<file path="src/rtl/hilo_muldiv_unit_pkg.sv">
// Shared function codes and FSM encoding for the HI/LO mul/div unit and the MFHI/MFLO bypass logic.
package hilo_muldiv_unit_pkg;

    localparam logic [5:0] FUNC_MFHI  = 6'b010000;
    localparam logic [5:0] FUNC_MTHI  = 6'b010001;
    localparam logic [5:0] FUNC_MFLO  = 6'b010010;
    localparam logic [5:0] FUNC_MTLO  = 6'b010011;
    localparam logic [5:0] FUNC_MULT  = 6'b011000;
    localparam logic [5:0] FUNC_MULTU = 6'b011001;
    localparam logic [5:0] FUNC_DIV   = 6'b011010;
    localparam logic [5:0] FUNC_DIVU  = 6'b011011;

    typedef enum logic [1:0] {
        ST_IDLE = 2'd0,
        ST_CALC = 2'd1,
        ST_FIX  = 2'd2
    } state_e;

    function automatic logic is_mul(input logic [5:0] f);
        return (f == FUNC_MULT) || (f == FUNC_MULTU);
    endfunction

    function automatic logic is_div(input logic [5:0] f);
        return (f == FUNC_DIV) || (f == FUNC_DIVU);
    endfunction

endpackage

</file>
<file path="src/rtl/hilo_muldiv_unit_iter_core.sv">
// Iterative mul/div datapath: shared 64-bit accumulator, shift-add multiply,
// restoring divide, iteration counter and final sign correction.
module muldiv_iter_core
    import hilo_muldiv_unit_pkg::*;
#(
    parameter int WIDTH = 32,
    parameter int ITER  = 32
) (
    input  logic             clk,
    input  logic             rst,
    input  logic             load,
    input  logic             step,
    input  logic [5:0]       func,
    input  logic [WIDTH-1:0] a,
    input  logic [WIDTH-1:0] b,
    output logic             last,
    output logic [WIDTH-1:0] res_hi,
    output logic [WIDTH-1:0] res_lo
);

    localparam int CNT_W = $clog2(ITER);

    logic [CNT_W-1:0]   cnt;
    logic [2*WIDTH-1:0] acc;
    logic [WIDTH-1:0]   op_b;
    logic [WIDTH-1:0]   orig_a;
    logic               div_mode;
    logic               neg_q;
    logic               neg_r;
    logic               div0;

    logic               sgn_op;
    logic [WIDTH:0]     mul_sum;
    logic [WIDTH:0]     div_trial;
    logic [WIDTH-1:0]   div_diff;
    logic               div_ge;

    function automatic logic [WIDTH-1:0] neg_w(input logic [WIDTH-1:0] v);
        return ~v + 1'b1;
    endfunction

    function automatic logic [2*WIDTH-1:0] neg_2w(input logic [2*WIDTH-1:0] v);
        return ~v + 1'b1;
    endfunction

    function automatic logic [WIDTH-1:0] mag(input logic signed [WIDTH-1:0] v, input logic sgn);
        return (sgn && v[WIDTH-1]) ? neg_w(v) : v;
    endfunction

    assign sgn_op = (func == FUNC_MULT) || (func == FUNC_DIV);
    assign last   = (cnt == CNT_W'(ITER - 1));

    // Multiply: multiplier sits in acc low half and is consumed LSB first.
    assign mul_sum   = {1'b0, acc[2*WIDTH-1:WIDTH]} + {1'b0, (acc[0] ? op_b : '0)};
    // Divide: acc = {remainder, dividend/quotient}, dividend bits shift out the top.
    assign div_trial = {acc[2*WIDTH-1:WIDTH], acc[WIDTH-1]};
    assign div_ge    = (div_trial >= {1'b0, op_b});
    assign div_diff  = div_trial[WIDTH-1:0] - op_b;

    always_ff @(posedge clk or posedge rst) begin
        if (rst) begin
            cnt <= '0;
        end else if (load) begin
            cnt <= '0;
        end else if (step) begin
            cnt <= cnt + 1'b1;
        end
    end

    always_ff @(posedge clk) begin
        if (load) begin
            div_mode <= is_div(func);
            neg_q    <= sgn_op && (a[WIDTH-1] ^ b[WIDTH-1]);
            neg_r    <= sgn_op && a[WIDTH-1];
            div0     <= (b == '0);
            orig_a   <= a;
            acc      <= is_div(func) ? {{WIDTH{1'b0}}, mag(a, sgn_op)} : {{WIDTH{1'b0}}, mag(b, sgn_op)};
            op_b     <= is_div(func) ? mag(b, sgn_op) : mag(a, sgn_op);
        end else if (step) begin
            if (div_mode) begin
                acc <= div_ge ? {div_diff, acc[WIDTH-2:0], 1'b1}
                              : {div_trial[WIDTH-1:0], acc[WIDTH-2:0], 1'b0};
            end else begin
                acc <= {mul_sum, acc[WIDTH-1:1]};
            end
        end
    end

    // Sign fix: 0x80000000 / -1 wraps back to 0x80000000 through the negation.
    always_comb begin
        res_hi = acc[2*WIDTH-1:WIDTH];
        res_lo = acc[WIDTH-1:0];
        if (!div_mode) begin
            {res_hi, res_lo} = neg_q ? neg_2w(acc) : acc;
        end else if (div0) begin
            res_hi = orig_a;
            res_lo = '1;
        end else begin
            res_hi = neg_r ? neg_w(acc[2*WIDTH-1:WIDTH]) : acc[2*WIDTH-1:WIDTH];
            res_lo = neg_q ? neg_w(acc[WIDTH-1:0]) : acc[WIDTH-1:0];
        end
    end

endmodule

</file>
<file path="src/rtl/hilo_muldiv_unit.sv">
// HI/LO register owner: FSM, MTHI/MTLO writes, flush handling around muldiv_iter_core.
// Optional HILO_FAST_MUL_EN: single-cycle combinational MULT/MULTU written at the start edge.
module hilo_muldiv_unit
    import hilo_muldiv_unit_pkg::*;
#(
    parameter int WIDTH = 32,
    parameter int ITER  = 32
) (
    input  logic             clk,
    input  logic             rst,
    input  logic             start,
    input  logic [5:0]       func_ex,
    input  logic [WIDTH-1:0] rs_val,
    input  logic [WIDTH-1:0] rt_val,
    input  logic             flush,
    output logic             busy,
    output logic             done,
    output logic [WIDTH-1:0] hi_q,
    output logic [WIDTH-1:0] lo_q
);

    state_e           state, state_nxt;
    logic             accept;
    logic             iter_op;
    logic             core_last;
    logic [WIDTH-1:0] core_hi;
    logic [WIDTH-1:0] core_lo;

`ifdef HILO_FAST_MUL_EN
    logic signed [2*WIDTH-1:0] mul_a, mul_b, mul_p;
    logic                      mul_sx;

    always_comb begin
        mul_sx = (func_ex == FUNC_MULT);
        mul_a  = {{WIDTH{mul_sx & rs_val[WIDTH-1]}}, rs_val};
        mul_b  = {{WIDTH{mul_sx & rt_val[WIDTH-1]}}, rt_val};
        mul_p  = mul_a * mul_b;
    end

    assign iter_op = is_div(func_ex);
`else
    assign iter_op = is_div(func_ex) || is_mul(func_ex);
`endif

    assign accept = (state == ST_IDLE) && start && !flush;
    assign busy   = (state != ST_IDLE);

    always_ff @(posedge clk or posedge rst) begin
        if (rst) begin
            state <= ST_IDLE;
        end else begin
            state <= state_nxt;
        end
    end

    always_comb begin
        state_nxt = state;
        case (state)
            ST_IDLE: if (accept && iter_op) state_nxt = ST_CALC;
            ST_CALC: begin
                if (flush)          state_nxt = ST_IDLE;
                else if (core_last) state_nxt = ST_FIX;
            end
            ST_FIX:  state_nxt = ST_IDLE;
            default: state_nxt = ST_IDLE;
        endcase
    end

    muldiv_iter_core #(
        .WIDTH (WIDTH),
        .ITER  (ITER)
    ) u_core (
        .clk    (clk),
        .rst    (rst),
        .load   (accept && iter_op),
        .step   (state == ST_CALC),
        .func   (func_ex),
        .a      (rs_val),
        .b      (rt_val),
        .last   (core_last),
        .res_hi (core_hi),
        .res_lo (core_lo)
    );

    // A flush in FIX drops the result: HI/LO keep their pre-operation values.
    always_ff @(posedge clk or posedge rst) begin
        if (rst) begin
            hi_q <= '0;
            lo_q <= '0;
            done <= 1'b0;
        end else begin
            done <= 1'b0;
            if (state == ST_FIX && !flush) begin
                hi_q <= core_hi;
                lo_q <= core_lo;
                done <= 1'b1;
            end else if (accept) begin
                if (func_ex == FUNC_MTHI) begin
                    hi_q <= rs_val;
                end else if (func_ex == FUNC_MTLO) begin
                    lo_q <= rs_val;
                end
`ifdef HILO_FAST_MUL_EN
                else if (is_mul(func_ex)) begin
                    {hi_q, lo_q} <= mul_p;
                    done         <= 1'b1;
                end
`endif
            end
        end
    end

endmodule

</file>
<file path="config.mk">
export PLATFORM = sky130hd
export DESIGN_NAME = hilo_muldiv_unit
export DESIGN_NICKNAME = d
export VERILOG_FILES = /design/src/rtl/hilo_muldiv_unit_pkg.sv /design/src/rtl/hilo_muldiv_unit_iter_core.sv /design/src/rtl/hilo_muldiv_unit.sv
export SDC_FILE = /design/constraint.sdc
export NUM_CORES = 1
export LEC_CHECK = 0
export CAP_MARGIN = 0
export CORE_UTILIZATION = 55
export CTS_CLUSTER_DIAMETER = 40
export DETAILED_ROUTE_END_ITERATION = 10
export HOLD_SLACK_MARGIN = 0.08
export PLACE_DENSITY = 0.76
export SYNTH_ARGS = -nofsm -noshare
export SYNTH_HDL_FRONTEND = slang
export SYNTH_SLANG_ARGS = --single-unit
</file>
<file path="constraint.sdc">
create_clock -name clk -period 6.4 [get_ports clk]
set_input_delay 0.96 -clock clk [delete_from_list [all_inputs] [get_ports clk]]
set_output_delay 0.96 -clock clk [all_outputs]
set_load 0.02 [all_outputs]
</file>
# Word-level counts from Yosys, hierarchy flattened
# Cells that the tools add are included.
# classes
add_sub_neg,8
magnitude_cmp,1
n_eq_ne,12
muxes,30
bitwise,6
reduce_logical,22
# ops
op,count
32-bit 2-to-1 mux,18
64-bit 2-to-1 mux,5
"32-bit by 1-bit adder with 32-bit output, second input constant",4
32-bit NOT,4
"64-bit by 1-bit adder with 64-bit output, second input constant",1
64-bit NOT,1
"6-bit by 5-bit equality test with 1-bit output, second input constant",6
32-bit by 32-bit adder with 33-bit output,1
33-bit by 32-bit greater-or-equal comparator with 1-bit output,1
32-bit zero test,1
32-bit subtractor,1
5-bit 2-to-1 mux,2
2-bit nonzero test,5
1-bit logical AND,7
2-bit 2-to-1 mux,3
"5-bit by 1-bit adder with 5-bit output, second input constant",1
"5-bit equality test, second input constant",1
1-bit logical OR,4
2-bit case mux with 2 select lines,1
2-bit AND reduction,2
"3-bit != test, second input constant",1
3-bit AND reduction,1
"2-bit by 1-bit equality test with 1-bit output, second input constant",1
"2-bit equality test, second input constant",1
other kinds (6),6
# word_totals
register_bits,204
in_bits,74
out_inout_bits,66
wordCells,91

# Logic depth before layout (Yosys ltp)
# Gate-level depths: netlist of run 1.
# depth
depth_word,6
ltp_mapped,14
ltp_nobuf,13

# Cells and area by module
# A second synthesis of run 1 with hierarchy kept.
# unflattened
hier_cells,2031
area_unflattened_um2,17205.3
# modules_own_cells
module,n_inst,cells_each,area_each_um2,seq_area_each_um2
muldiv_iter_core,1,1675,13770.7,4088.9
hilo_muldiv_unit,1,356,3434.5,1676.6

# Worst setup path after synthesis of run 1
# OpenSTA, ideal clock, no wires.
# synth_timing
kind,input port to flip-flop
start,input func_ex[5]
end,register u_core.div0 (enable)
setup_time_ns,0.459
arrival_ns,3.658
t_required_ns,5.941
path_slack_ns,2.283
cell_stages,4
path_buffers,1
path_cell_list,nor3b_1 nand3_1 clkinv_1 clkbuf_1
# synth_between
elab_chain_len,4
word_cells_on_any_way,8
cone_classes,4 x eq/ne; 4 x reduce/logical
# synth_lines
element,line,rtl
start: declaration,hilo_muldiv_unit.sv:12,"input logic [5:0] func_ex,"
"6-bit by 5-bit equality test with 1-bit output, on equally long branches","hilo_muldiv_unit_pkg.sv:24, hilo_muldiv_unit_pkg.sv:20",
"1-bit logical OR, on equally long branches","hilo_muldiv_unit_pkg.sv:24, hilo_muldiv_unit_pkg.sv:20",
1-bit logical OR *,hilo_muldiv_unit.sv:42,assign iter_op = is_div(func_ex) || is_mul(func_ex);
1-bit logical AND *,hilo_muldiv_unit.sv:75,".load (accept && iter_op),"
via u_core.load,hilo_muldiv_unit_iter_core.sv:11,"input logic load,"
end signal: assignment,hilo_muldiv_unit_iter_core.sv:75,div0 <= (b == '0);
end: declaration,hilo_muldiv_unit_iter_core.sv:30,logic div0;
# Mark *: on every way through the listed nets, which the timed path passes. The rest lies on a longest branch.
# A chain may end at the register's enable or synchronous reset.

# Final worst setup path of run 1
# layout_timing
start,register u_core.acc[48]
end,"register u_core.acc[46], data pin"
# layout_between
elab_chain_len,5
# layout_lines
element,line,rtl
start: declaration,hilo_muldiv_unit_iter_core.sv:24,logic [2*WIDTH-1:0] acc;
start signal: assignment,hilo_muldiv_unit_iter_core.sv:77,"acc <= is_div(func) ? {{WIDTH{1'b0}}, mag(a, sgn_op)} : {{WIDTH{1'b0}}, mag(b, sgn_op)};"
start signal: assignment,hilo_muldiv_unit_iter_core.sv:81,"acc <= div_ge ? {div_diff, acc[WIDTH-2:0], 1'b1}"
start signal: assignment,hilo_muldiv_unit_iter_core.sv:84,"acc <= {mul_sum, acc[WIDTH-1:1]};"
33-bit by 32-bit greater-or-equal comparator with 1-bit output,hilo_muldiv_unit_iter_core.sv:57,"assign div_ge = (div_trial >= {1'b0, op_b});"
64-bit 2-to-1 mux,hilo_muldiv_unit_iter_core.sv:81,
64-bit 2-to-1 mux,hilo_muldiv_unit_iter_core.sv:80,if (div_mode) begin
64-bit 2-to-1 mux,hilo_muldiv_unit_iter_core.sv:79,end else if (step) begin
64-bit 2-to-1 mux,hilo_muldiv_unit_iter_core.sv:71,if (load) begin
# Every way passes these cells. The select of a mux whose other input is x is not followed.

==> summary.md, run 1 <==
| Metric | Value |
|---|---|
| Sequential share of power | 0.381 |
| Root buffer selected by CTS | sky130_fd_sc_hd__clkbuf_16 |
| Final Hold Viols | 0 |
| Total clock sinks | ~200 |
| Setup TNS Final | 0 ps |
| Die boundary width | 177 µm |
| Worst clock skew | 28.9 ps |
| Clock Path Buffers | 3 |
| First-pass GRT wire length | 94500 µm |
| Level count of the clock H-tree | 2 |
| Clock network fraction of total power | 0.475 |
| Min cycle time layout | approximately 4700 ps |
| Number of setup violations in the final report | 0 |
| ANT nets after route | 0 |
| Pin count of the biggest net entering global routing | 105 |
| Initial antenna violation count | 2 |
| EDFF count, synth | 132 |
| Synthesized netlist cell count | 1994 |
| DRC violation count after routing | 0 |
| P_int | 2940 µW |
| Startpoint Class | flip-flop |
| Via-to-Cell Ratio | 6.69 |
| Final total power | slightly above 4000 µW |
| Async S/R FF share, synth | 0.353 |
| Largest stage delay on the critical path | around 1000 ps |
| Clock-pin slew of the registers on the worst-case setup and hold paths | roughly 50 ps |
| Starting density of the core | 0.564 |
| Critical path cell sequence | ha_1, a21o_1, a21o_1, and3_4, a2111oi_4, a2111oi_4, o21bai_4, and2_1, buf_4, mux2i_1, a211oi_1 |
| Post-route worst hold slack | ~500 ps |
| # Post-CTS Setup Buffers | 0 |
| Sum of routed wire length over all layers | 62800 µm |
| NumNets Final | 2231 |
| Max rail drop VDD | between 0.15 and 0.2 mV |
| Peak Freq | approximately 0.21 GHz |
| Type of the most critical hold path | reg2reg |
| Static leakage | ~0.0076 µW |
| First-pass iteration count of the detailed router | 6 |
| Number of storage elements in the synthesis netlist | 204 |
| Worst Slack Setup Final | ~1700 ps |
| Biggest area contributors in the synthesized netlist | sky130_fd_sc_hd__edfxtp_1 (23%), sky130_fd_sc_hd__dfrtp_1 (11%), sky130_fd_sc_hd__nand2_1 (7.0%) |
| Result of the run | finished, final reports clean |
| Final GP Congestion | 0.970 |
| Layout-stage area growth over the synthesis result | 16.8% |
| Unrepaired setup endpoints after global routing | false |
| Iter 0 DRT Violations | 1898 |
| Fraction of layout cells with a size suffix above 1 | 0.0602 |
| Area of the die | between 0.03 and 0.04 mm² |
| Resized Gates After CTS | 0 |
| Height of the die | about 180 µm |
| Total power divided by cell area | 206 mW/mm² |
| Overall via count from detail_route | 16700 |
| Gr usage total | 0.400 |
| Number of distinct standard cells referenced by the synthesized netlist | 92 |
| Biggest area consumer among synthesized cells | sky130_fd_sc_hd__edfxtp_1 |
| Sort of element at the end of the critical path | flip-flop |
| Data arrival time of the worst path | approximately 4900 ps |
| Total number of placement rows | 63 |
| Portion of synthesized cell area occupied by the leading cell type | 0.235 |
| Maximum fanout along the worst path | 19 |
| Detailed-route wire length per cell | 25.1 µm |
| Mapped Nets | 2140 |
| Fraction of the yosys area taken by sequential cells | 0.341 |
| Number of global-route vias before repair | about 16000 |
| CTS Hold Buffers Added | 0 |
| Post-placement setup slack | 1790 ps |
| Ratio of final minimum period to clock period | 0.728 |
| Most common flop cell mapped by yosys | sky130_fd_sc_hd__edfxtp_1 |
| Mapped Area | 0.0169 mm² |
| Avg Inst Size Synth | 8.47 µm² |
| Crit path required time | 6600 ps |
| Clk Latency, worst-skew pair | about 520 ps |
| Total CTS buffers | 39 |
| Net switching power | 1120 µW |
| Type of the worst setup path | reg2reg |
| # IOs | 140 |
| Transition time at the pin with the least slew margin | 1250 ps |
| Proportion of power drawn by combinational gates | 0.143 |
| Count of max-cap constraint violations | 0 |
| Switching power as a share of total power | 0.276 |
| CTS tree | yes |
| Layout fillers | 2501 |
| Hpwl dp | 45600 µm |
| Max Transition Viols Final | 0 |
| Global route overflow | 0 |
| Count of port buffers added during placement | 139 |
| Slowest cell on crit path | sky130_fd_sc_hd__and2_1 |
| Core Footprint | 0.0300 mm² |
| Slew HR | 0.161 |
| Number of warning messages in the yosys log | 0 |
layout by cell type, fill, tap and decap left out, types with 7 or more instances in the layout:
cell                              count
sky130_fd_sc_hd__o21a_1               9
sky130_fd_sc_hd__nand4_1             20
sky130_fd_sc_hd__o41ai_1             12
sky130_fd_sc_hd__and2_1              10
sky130_fd_sc_hd__nor3_1              40
sky130_fd_sc_hd__and3_1              25
sky130_fd_sc_hd__clkbuf_16           39
sky130_fd_sc_hd__nand2_1            314
sky130_fd_sc_hd__ha_1                70
sky130_fd_sc_hd__or2_2                7
sky130_fd_sc_hd__o21bai_1             7
sky130_fd_sc_hd__o22ai_1              8
sky130_fd_sc_hd__a32oi_1             33
sky130_fd_sc_hd__o31ai_1             23
sky130_fd_sc_hd__a21oi_1            163
sky130_fd_sc_hd__nand3b_1            10
sky130_fd_sc_hd__clkdlybuf4s50_1    139
sky130_fd_sc_hd__o21ai_0            114
sky130_fd_sc_hd__dfrtp_1             72
sky130_fd_sc_hd__clkinv_4             7
sky130_fd_sc_hd__nor4_1               9
sky130_fd_sc_hd__xor2_1              81
sky130_fd_sc_hd__a211oi_1            31
sky130_fd_sc_hd__o221ai_1            13
sky130_fd_sc_hd__a21o_1              29
sky130_fd_sc_hd__o211ai_1            23
sky130_fd_sc_hd__nand3_1             31
sky130_fd_sc_hd__mux2i_1            108
sky130_fd_sc_hd__o21ai_1              9
sky130_fd_sc_hd__xnor2_1             83
sky130_fd_sc_hd__or4_1               14
sky130_fd_sc_hd__buf_4               18
sky130_fd_sc_hd__inv_1               65
sky130_fd_sc_hd__or3_1               21
sky130_fd_sc_hd__a31oi_1             25
sky130_fd_sc_hd__nand2b_1            12
sky130_fd_sc_hd__nor2_1             152
sky130_fd_sc_hd__edfxtp_1           132
sky130_fd_sc_hd__nor2b_1             13
cell type report:
cell class,count,area (µm²),share of cell area
timing repair buffer,158,1550,0.0784
inverter,69,262,0.0133
clock inverter,23,219,0.0111
sequential,204,5770,0.292
antenna,1,2.50,0.000127
clock buffer,43,991,0.0503
tap,390,488,0.0247
multi-input combinational,1613,10400,0.530
state kept, by name (all words and copies together) (netlist names):
register	cells
u_core.acc	64
hi_q	32
lo_q	32
u_core.op_b	32
u_core.orig_a	32
u_core.cnt	5
state	2
done	1
u_core.div0	1
u_core.div_mode	1
u_core.neg_q	1
u_core.neg_r	1
path summary, 6_finish.rpt:
path                                  startpoint             end  slack, ps  cells past startpoint
worst min register to register  u_core.orig_a[3]         hi_q[3]        510                      2
worst max register to register    u_core.acc[48]  u_core.acc[46]       1740                     11
worst max-delay path              u_core.acc[48]  u_core.acc[46]       1740                     11
min in group asynchronous                    rst            done       1050                      3
max in group asynchronous                    rst        lo_q[13]       4690                      3
worst min-delay path            u_core.orig_a[3]         hi_q[3]        510                      2
synthesized netlist by cell type, types with 9 or more instances:
library cell               count
sky130_fd_sc_hd__and2_1       10
sky130_fd_sc_hd__a32oi_1      33
sky130_fd_sc_hd__nor2b_1      13
sky130_fd_sc_hd__o41ai_1      12
sky130_fd_sc_hd__dfrtp_1      72
sky130_fd_sc_hd__inv_1        66
sky130_fd_sc_hd__mux2i_1     108
sky130_fd_sc_hd__o21ai_0     114
sky130_fd_sc_hd__xnor2_1      83
sky130_fd_sc_hd__o211ai_1     23
sky130_fd_sc_hd__a211oi_1     31
sky130_fd_sc_hd__a31oi_1      25
sky130_fd_sc_hd__nor4_1        9
sky130_fd_sc_hd__buf_1        26
sky130_fd_sc_hd__nand3_1      33
sky130_fd_sc_hd__or3_1        21
sky130_fd_sc_hd__o21ai_1       9
sky130_fd_sc_hd__or4_1        14
sky130_fd_sc_hd__a21o_1       29
sky130_fd_sc_hd__nand2b_1     12
sky130_fd_sc_hd__nand2_1     316
sky130_fd_sc_hd__nand4_1      20
sky130_fd_sc_hd__nor2_1      153
sky130_fd_sc_hd__edfxtp_1    132
sky130_fd_sc_hd__o21a_1        9
sky130_fd_sc_hd__nand3b_1     10
sky130_fd_sc_hd__a21oi_1     164
sky130_fd_sc_hd__o31ai_1      23
sky130_fd_sc_hd__clkbuf_1     70
sky130_fd_sc_hd__o221ai_1     13
sky130_fd_sc_hd__xor2_1       81
sky130_fd_sc_hd__and3_1       25
sky130_fd_sc_hd__nor3_1       40
sky130_fd_sc_hd__ha_1         70
layer usage:
metal / GRT usage / part of all wire / up-vias
met1: 0.515 / 0.39 / 8051
met3: 0.0715 / 0.092 / 212
met4: 0.209 / 0.056 / 2
li1: - / - / 7505
met2: 0.639 / 0.46 / 950
met5: 0 / 0.00024 / -
metrics by stage:
step,instance area (µm²),instances,utilization
2_1_floorplan,16900,1994,-
3_3_place_gp,18500,2434,0.618
3_5_place_dp,18500,2434,0.618
4_1_cts,19700,2500,0.658
5_1_grt,19700,2500,0.658
6_report,19700,2501,0.658
cell families after synthesis:
group | Yosys count | synth area share
AO/OA/AOI/OAI | 550 | 0.212
XOR/XNOR | 164 | 0.0851
adder cells (fa/ha/maj) | 72 | 0.0542
buffers and inverters | 177 | 0.0412
flip-flops | 204 | 0.341
multiplexers | 110 | 0.0654
AND/OR/NAND/NOR | 717 | 0.201
power by group through the flow:
stage	registers [µW]	clock network (µW)	logic [µW]
3_3_place_gp	1570	0	563
4_1_cts	1550	1950	575
6_report	1550	1930	581
5_1_grt	1560	2000	621
3_5_place_dp	1570	0	572
2_1_floorplan	1610	0	244
worst max-delay path: cells and delay by family, from the launching register on:
kind	cells	cell delay (ps)
AO/OA/AOI/OAI	6	1590
adder cells (fa/ha/maj)	1	410
buffers and inverters	1	400
flip-flops	1	540
multiplexers	1	220
AND/OR/NAND/NOR	2	1180
No activity file was read; power rests on OpenSTA's default activity.
==> inputs of run 2 (changes only) <==
- CORE_UTILIZATION: 55 -> 54
- PLACE_DENSITY: 0.76 -> 0.78
- clock period: 6.4 -> 3.9 ns (I/O delays scaled with it)
==> run 2 against run 1 <==
- clock skew is essentially flat
- worst hold slack worse by 12 ps
- register-to-register slack got worse by 1600 ps
- fmax rose by 24%
- combinational power up 76%
- clock power is 92% higher
- flip-flop and latch count unchanged
- sequential share of layout area decreased by 1.3 points
- utilization is 1.5 points higher
- routed wire length rose by 2.8%
==> summary.md, run 2 (synthesis results as in run 1) <==
| Metric | Value |
|---|---|
| Core Footprint | 0.0307 mm² |
| Ratio of final minimum period to clock period | 0.960 |
| Slew HR | 0.429 |
| Clk Latency, worst-skew pair | 550 ps |
| Max Transition Viols Final | 0 |
| # Post-CTS Setup Buffers | 0 |
| Crit path required time | 4190 ps |
| Die boundary width | 179 µm |
| CTS tree | yes |
| Worst clock skew | 29.3 ps |
| Register ranked first by flip-flop count | u_core.acc |
| Setup TNS Final | 0 ps |
| Sort of element at the end of the critical path | flip-flop |
| First-pass GRT wire length | between 90000 and 100000 µm |
| Type of the most critical hold path | in2async |
| Detailed-route wire length per cell | 24.8 µm |
| Overall via count from detail_route | 17200 |
| # IOs | 140 |
| Number of setup violations in the final report | 0 |
| Area of the die | 0.0320 mm² |
| DRC violation count after routing | 0 |
| Total CTS buffers | 42 |
| Iter 0 DRT Violations | 2131 |
| Total number of placement rows | 64 |
| Clock Path Buffers | 3 |
| ANT nets after route | 0 |
| Unrepaired setup endpoints after global routing | true |
| Final Hold Viols | 0 |
| Most common cell after layout, fill and taps aside | sky130_fd_sc_hd__nand2_1 |
| Number of global-route vias before repair | 16200 |
| Initial antenna violation count | 1 |
| Clock-pin slew of the registers on the worst-case setup and hold paths | ~60 ps |
| Footprint of the flip-flops and latches | 0.00577 mm² |
| Count of port buffers added during placement | 139 |
| Resized Gates After CTS | 0 |
| Fraction of layout cells with a size suffix above 1 | 0.105 |
| First-pass iteration count of the detailed router | 6 |
| Post-route worst hold slack | around 500 ps |
| Data arrival time of the worst path | between 4000 and 5000 ps |
| Min cycle time layout | 3740 ps |
| Maximum fanout along the worst path | 8 |
| Final total power | roughly 7200 µW |
| Static leakage | 0.00816 µW |
| Global route overflow | 0 |
| Gr usage total | 0.402 |
| Number of flip-flops under the largest register name | 64 |
| Starting density of the core | 0.551 |
| Total clock sinks | 204 |
| Height of the die | 179 µm |
| Layout-stage area growth over the synthesis result | 22.3% |
| Type of the worst setup path | reg2reg |
| Max rail drop VDD | 0.311 mV |
| Result of the run | finished, final reports clean |
| Root buffer selected by CTS | sky130_fd_sc_hd__clkbuf_16 |
| Level count of the clock H-tree | 2 |
| Commonest cells after routing, fill and taps aside | sky130_fd_sc_hd__nand2_1 (314), sky130_fd_sc_hd__a21oi_1 (163), sky130_fd_sc_hd__nor2_1 (152), sky130_fd_sc_hd__clkdlybuf4s50_1 (139), sky130_fd_sc_hd__edfxtp_1 (132) |
| Multi-input gate area in the final layout | between 0.01 and 0.015 mm² |
| Layout fillers | approximately 2500 |
| Final GP Congestion | 1.02 |
| Sum of routed wire length over all layers | 64600 µm |
| Peak Freq | about 0.27 GHz |
| Transition time at the pin with the least slew margin | 835 ps |
| CTS Hold Buffers Added | 0 |
| Startpoint Class | flip-flop |
| Via-to-Cell Ratio | 6.60 |
| Hpwl dp | roughly 48000 µm |
| Pin count of the biggest net entering global routing | 65 |
| NumNets Final | roughly 2300 |
| Count of max-cap constraint violations | 0 |
| Total power divided by cell area | 351 mW/mm² |
==> run 2: cell types whose count changed in the layout (fill, tap and decap cells not counted), moves of 3 or more <==
cell | previous run | this run
sky130_fd_sc_hd__clkbuf_16 | 39 | 44
sky130_fd_sc_hd__inv_4 | 1 | 5
sky130_fd_sc_hd__inv_8 | 0 | 4
sky130_fd_sc_hd__clkinv_2 | 3 | 0
sky130_fd_sc_hd__inv_6 | 6 | 10
sky130_fd_sc_hd__buf_4 | 18 | 104
==> run 2: report_power, final <==
part / internal, µW / total [µW] / leakage [µW] / switching (µW)
Combinational: 446 / 1020 / 0.00530 / 572
Clock: 2300 / 3700 / 0.000707 / 1400
Sequential: 2440 / 2530 / 0.00216 / 96.5
Total: 5180 / 7250 / 0.00816 / 2070
==> run 2: layer usage <==
layer | vias to the layer above | share of wire | wire [µm] | GRT usage
li1 | 7711 | - | - | -
met1 | 8154 | 0.38 | 24600 | 0.509
met4 | 2 | 0.065 | 4190 | 0.239
met2 | 1078 | 0.44 | 28700 | 0.622
met3 | 259 | 0.11 | 7080 | 0.0948
met5 | - | 0.00017 | 11 | 0
==> run 2: area by class of cell <==
cell class | count | area share
diodes | 2 | 0.000242
multi-input cells | 1613 | 0.506
clock buffers | 48 | 0.0550
well taps | 396 | 0.0240
clock inverters | 30 | 0.0149
inverters | 69 | 0.0127
flip-flops and latches | 204 | 0.279
repair buffers | 246 | 0.108
==> run 2: worst paths after layout <==
path,to,start,cells after the start,slack [ps]
min reg2reg,u_core.cnt[4],u_core.cnt[4],2,530
min,hi_q[22],rst,2,500
max in group asynchronous,lo_q[27],rst,3,2570
max,u_core.acc[63],u_core.acc[32],12,160
max reg2reg,u_core.acc[63],u_core.acc[32],12,160
min in group clk,u_core.cnt[4],u_core.cnt[4],2,530
==> run 2: worst max-delay path, stage by stage, from the launching register on <==
cell and delay (ps):
sky130_fd_sc_hd__edfxtp_1 540, sky130_fd_sc_hd__ha_1 330, sky130_fd_sc_hd__fa_1 430, sky130_fd_sc_hd__a21oi_1 220, sky130_fd_sc_hd__nand4b_1 200, sky130_fd_sc_hd__a2111oi_0 190, sky130_fd_sc_hd__o31ai_1 530, sky130_fd_sc_hd__nand4_1 270
sky130_fd_sc_hd__a41oi_1 270, sky130_fd_sc_hd__buf_4 160, sky130_fd_sc_hd__o21ai_0 80, sky130_fd_sc_hd__a32oi_1 180, sky130_fd_sc_hd__nand2_1 80
==> run 2: stage by stage <==
stage / cell area (µm²) / std cells / worst slack, ps / utilization
floorplan: 16900 / 1994 / 93.6 / -
global placement: 19200 / 2528 / 220 / 0.626
detailed placement: 19200 / 2528 / 165 / 0.626
CTS: 20600 / 2606 / 191 / 0.673
global route: 20600 / 2606 / -30.4 / 0.673
finish: 20700 / 2608 / 157 / 0.673
